File: src/rtl/load_controller.sv
// load_controller: streams a tile from memory into four operand
// buffers, one 16-byte chunk and one outstanding read at a time.
module load_controller (
  input  logic         clk,
  input  logic         rst,
  input  logic         can_do_load,
  input  logic [31:0]  tile_addr,
  input  logic [31:0]  tile_stride,
  input  logic [4:0]   msize,
  input  logic [4:0]   ksize,
  input  logic [3:0]   buffer_full,
  input  logic         interface_valid,
  input  logic [127:0] interface_rdata,
  output logic         interface_en,
  output logic         interface_rdwr,
  output logic [4:0]   interface_control,
  output logic [31:0]  current_addr,
  output logic [3:0]   wr_buf,
  output logic [127:0] buf_wdata,
  output logic         busy,
  output logic         done_load
);

  localparam logic [1:0] S_IDLE = 2'd0;
  localparam logic [1:0] S_REQ  = 2'd1;
  localparam logic [1:0] S_WAIT = 2'd2;
  localparam logic [1:0] S_DONE = 2'd3;

  logic [1:0]   r_state;
  logic [1:0]   w_next;

  logic [31:0]  r_row_addr;
  logic [31:0]  r_pitch;
  logic [4:0]   r_msize;
  logic [4:0]   r_ksize;
  logic [4:0]   r_row;
  logic [1:0]   r_chunk;

  logic [4:0]   w_kclamp;
  logic         w_zero;
  logic [4:0]   w_ksum;
  logic [2:0]   w_nch;
  logic [4:0]   w_left;
  logic [2:0]   w_rem;
  logic         w_last_chunk;
  logic         w_last_row;
  logic         w_full;
  logic         w_issue;
  logic         w_wr;
  logic [127:0] w_mask_data;
  logic         w_unused;

  // The top two stride bits fall off the word-to-byte shift.
  assign w_unused = &{1'b0, tile_stride[31:30]};

  assign w_kclamp = (ksize > 5'd16) ? 5'd16 : ksize;
  assign w_zero   = (msize == 5'd0) || (w_kclamp == 5'd0);

  // Chunk geometry of the latched row width.
  assign w_ksum       = r_ksize + 5'd3;
  assign w_nch        = w_ksum[4:2];
  assign w_left       = r_ksize - {1'b0, r_chunk, 2'b00};
  assign w_rem        = (w_left >= 5'd4) ? 3'd4 : w_left[2:0];
  assign w_last_chunk = ({1'b0, r_chunk} == (w_nch - 3'd1));
  assign w_last_row   = (r_row == (r_msize - 5'd1));

  assign w_full  = buffer_full[r_chunk];
  assign w_issue = (r_state == S_REQ) && !w_full;
  assign w_wr    = (r_state == S_WAIT) && interface_valid;

  // State register.
  always_ff @(posedge clk) begin
    if (rst) r_state <= S_IDLE;
    else     r_state <= w_next;
  end

  // Next-state logic.
  always_comb begin
    w_next = r_state;
    unique case (r_state)
      S_IDLE: begin
        if (can_do_load) w_next = w_zero ? S_DONE : S_REQ;
      end
      S_REQ: begin
        if (!w_full) w_next = S_WAIT;
      end
      S_WAIT: begin
        if (interface_valid)
          w_next = (w_last_chunk && w_last_row) ? S_IDLE : S_REQ;
      end
      S_DONE: w_next = S_IDLE;
      default: w_next = S_IDLE;
    endcase
  end

  // Tile parameters, row/chunk counters and row base address.
  always_ff @(posedge clk) begin
    if (rst) begin
      r_row_addr <= 32'd0;
      r_pitch    <= 32'd0;
      r_msize    <= 5'd0;
      r_ksize    <= 5'd0;
      r_row      <= 5'd0;
      r_chunk    <= 2'd0;
    end else if (r_state == S_IDLE) begin
      if (can_do_load) begin
        r_row_addr <= tile_addr;
        r_pitch    <= {tile_stride[29:0], 2'b00};
        r_msize    <= msize;
        r_ksize    <= w_kclamp;
        r_row      <= 5'd0;
        r_chunk    <= 2'd0;
      end
    end else if (w_wr) begin
      if (!w_last_chunk) begin
        r_chunk <= r_chunk + 2'd1;
      end else if (!w_last_row) begin
        r_chunk    <= 2'd0;
        r_row      <= r_row + 5'd1;
        r_row_addr <= r_row_addr + r_pitch;
      end else begin
        r_chunk <= 2'd0;
        r_row   <= 5'd0;
      end
    end
  end

  // Zero the words past the end of a short final chunk.
  always_comb begin
    w_mask_data = interface_rdata;
    for (int i = 0; i < 4; i++) begin
      if (3'(i) >= w_rem) w_mask_data[32*i +: 32] = 32'd0;
    end
  end

  // Outputs; all forced low while reset is held.
  always_comb begin
    interface_en      = 1'b0;
    interface_rdwr    = 1'b0;
    interface_control = 5'd0;
    current_addr      = 32'd0;
    wr_buf            = 4'd0;
    buf_wdata         = 128'd0;
    busy              = 1'b0;
    done_load         = 1'b0;
    if (!rst) begin
      busy = (r_state != S_IDLE);
      if (w_issue) begin
        interface_en      = 1'b1;
        interface_control = {w_rem, 2'b00};
        current_addr      = r_row_addr + {26'd0, r_chunk, 4'b0000};
      end
      if (w_wr) begin
        wr_buf    = 4'b0001 << r_chunk;
        buf_wdata = w_mask_data;
      end
      done_load = (r_state == S_DONE) ||
                  (w_wr && w_last_chunk && w_last_row);
    end
  end

endmodule
File: config.mk
export PLATFORM = sky130hd
export DESIGN_NAME = load_controller
export DESIGN_NICKNAME = d
export VERILOG_FILES = /design/src/rtl/load_controller.sv
export SDC_FILE = /design/constraint.sdc
export NUM_CORES = 1
export LEC_CHECK = 0
export CAP_MARGIN = 20
export CORE_AREA = 2 2 149 151
export DETAILED_ROUTE_END_ITERATION = 10
export DIE_AREA = 0 0 151 153
export PLACE_DENSITY = 0.71
export SYNTH_ARGS = -nofsm -noshare
export SYNTH_HDL_FRONTEND = slang
export SYNTH_SLANG_ARGS = --single-unit
File: constraint.sdc
create_clock -name clk -period 6.3 [get_ports clk]
set_input_delay 0.63 -clock clk [delete_from_list [all_inputs] [get_ports clk]]
set_output_delay 0.63 -clock clk [all_outputs]
set_load 0.01 [all_outputs]
==> flow_metrics.py <==
metrics = {
    "status": {
        "run_status": "finished, final reports clean",
    },
    "synth": {
        "yosys-top-cells-count": "146 x nand2_1, 139 x and2_1, 96 x a21oi_1, 87 x nor2_1, 81 x dfxtp_1",
        "synth_top_cell_by_area": "dfxtp_1",
        "synth_area_leaders": "dfxtp_1 24%, and2_1 13%, nand2_1 8.1%, ha_1 7.2%, a21oi_1 7.1%",
        "ys_ff_latch": 81,
        "netlist_instances": 944,
        "yosys_warnings": 0,
        "yosysMostFrequentCell": "nand2_1",
        "synth-edff-count": 0,
        "yosysSeqAreaShare": 0.238,
        "synth_top_area_frac": 0.238,
        "synthFlopType": "dfxtp_1",
        "avgSynthCellArea_um2": 7.21,
        "netlist_area_um2": 6800,
        "synth_cell_types": 69,
        "async_flop_share": 0,
    },
    "timing": {
        "fmax_mhz": 227,
        "setup_viol": 0,
        "worstMarginPinSlew_ns": 0.887,
        "slew_viol_final": 0,
        "setup_tns_ns": 0,
        "min_period_ns": 4.41,
        "finClkSkew_ns": 0.00795,
        "maxSlewHeadroom": 0.409,
        "rsz0062_at_grt": "false",
        "finalHoldViolations": 0,
        "timing.final.crit_share": 0.700,
    },
    "routing": {
        "drc": 0,
        "wirelength_mm": 33.5,
        "wl_per_cell_um": 21.3,
        "vias": 8042,
        "initialDrtViolationCount": 569,
        "ant_nets": 0,
        "viasPerCell": 5.10,
        "dr.pass1.iters": 6,
    },
    "setup_path": {
        "endpoint_kind": "output pin",
        "crit_type": "register to output pin",
        "required_ns": 5.67,
        "arrival_ns": 3.78,
        "worstSetupStartpointType": "register",
        "cp_max_fo": 8,
    },
    "floorplan": {
        "rows": 54,
        "core_area_um2": 21500,
        "start_util": 0.317,
        "die_area_um2": 23100,
        "ioPinCount": 383,
        "dieWidth_um": 151,
        "die_height_um": 153,
    },
    "place": {
        "dp_hpwl_mm": 27.0,
        "io_buffers": 377,
        "place_congestion": 0.916,
        "placed_cell_area_um2": 10700,
    },
    "power_and_ir_drop": {
        "ir_drop_v": 0.000121,
        "p_per_area_nw_per_um2": 173,
        "power.leakage_nw": 4.23,
        "p_total_mw": 1.91,
    },
    "grt": {
        "antenna_found_initial": 10,
        "gr-total-overflow": 0,
        "grt_max_degree": 77,
        "grt_pass1_vias": 7551,
        "grt_pass1_wl_mm": 48.4,
        "grt_use_total": 0.283,
    },
    "cells_and_area": {
        "drive_gt1_frac": 0.0349,
        "synthToLayoutAreaGrowth_pct": 62.6,
        "final_area_um2": 11100,
        "nets": 1536,
        "fillers": 2061,
    },
    "cts": {
        "postCtsHoldBufs": 0,
        "cts_sinks": 81,
        "cts_made_buffers": 9,
        "cts_root_buf": "clkbuf_16",
        "post_cts_resized": 0,
        "clkSlewWorstSetupHoldPaths_ns": 0.06,
        "h-tree-depth": 3,
        "insertion_delay_ns": 0.35,
        "cts_tree": "done",
        "clockBufferDepth": 2,
        "post_cts_buffers": 0,
    },
    "job": {
        "timing.max_cap.violations": 0,
    },
    "worst_hold_path": {
        "min_path_type": "register to register",
    },
}
through the flow:
step / hold WS (ns) / setup WS [ns] / util / instances
2_1_floorplan: 0.432 / 3.54 / - / 946
3_3_place_gp: 0.441 / 2.35 / 0.499 / 1551
3_5_place_dp: 0.448 / 2.30 / 0.499 / 1551
4_1_cts: 0.456 / 1.91 / 0.513 / 1567
5_1_grt: 0.479 / 1.67 / 0.514 / 1569
6_report: 0.458 / 1.89 / 0.515 / 1576
layout by cell type (no fill, tap or decap), types with 23 or more instances in the layout:
cell | netlist | layout
clkdlybuf4s50_1 | 0 | 376
nand2_1 | 146 | 146
and2_1 | 139 | 139
a21oi_1 | 96 | 94
nor2_1 | 87 | 86
dfxtp_1 | 81 | 81
ha_1 | 39 | 39
xor2_1 | 31 | 31
o21ai_0 | 24 | 24
inv_1 | 23 | 23
xnor2_1 | 23 | 23
state kept, by name, summed over array words and instances, names as in the netlist:
name,flops
r_chunk,2
r_ksize,5
r_msize,5
r_pitch,30
r_row,5
r_row_addr,32
r_state,2
final cells by class:
class | instances | area (µm²) | area share
clock inverters | 2 | 10.0 | 0.000905
clock buffers | 14 | 284 | 0.0257
well taps | 280 | 350 | 0.0317
inverters | 23 | 86.3 | 0.00781
multi-input cells | 783 | 4840 | 0.438
flip-flops and latches | 81 | 1620 | 0.147
repair buffers | 386 | 3850 | 0.348
diodes | 7 | 17.5 | 0.00158
worst paths after layout:
check | start | endpoint | slack (ns) | cells past startpoint
max | r_chunk[0]$_SDFFE_PP0P_ | current_addr[30] | 1.89 | 9
max reg2reg | r_row_addr[2]$_SDFFE_PP0P_ | r_row_addr[30]$_SDFFE_PP0P_ | 3.17 | 12
min | r_row_addr[1]$_SDFFE_PP0P_ | r_row_addr[1]$_SDFFE_PP0P_ | 0.46 | 2
min reg2reg | r_row_addr[1]$_SDFFE_PP0P_ | r_row_addr[1]$_SDFFE_PP0P_ | 0.46 | 2
cells by family after synthesis:
kind of cell             after synthesis  synth area share
AND/OR/NAND/NOR                      465             0.344
AO/OA/AOI/OAI                        212             0.201
buffers and inverters                 82            0.0528
flip-flops                            81             0.238
XOR/XNOR                              55            0.0719
adder cells (fa/ha/maj)               42            0.0806
multiplexers                           6            0.0107
other                                  1          0.000551
critical path, cell delays in order (launching register included):
cell             delay (ns)
dfxtp_1                0.59
ha_1                   0.27
fa_1                   0.25
and4_1                 0.25
nand4_1                0.38
nor3_1                 0.71
nand2_1                0.13
xor2_1                 0.18
nor2_1                 0.11
clkdlybuf4s50_1        0.55
report_power, final:
| group | leakage (nW) | total [mW] | internal (mW) | switching [mW] |
|---|---|---|---|---|
| Clock | 0.149 | 0.523 | 0.309 | 0.214 |
| Combinational | 3.41 | 0.737 | 0.348 | 0.388 |
| Sequential | 0.664 | 0.653 | 0.574 | 0.0787 |
per-layer routing:
metal | vias up | wire, µm | global-route usage
met2 | 381 | 14200 | 0.439
met4 | 12 | 990 | 0.0632
li1 | 3903 | - | -
met5 | - | 84 | 0
met3 | 47 | 3700 | 0.0982
met1 | 3699 | 14500 | 0.377
Power figures use the tool's default switching activity.
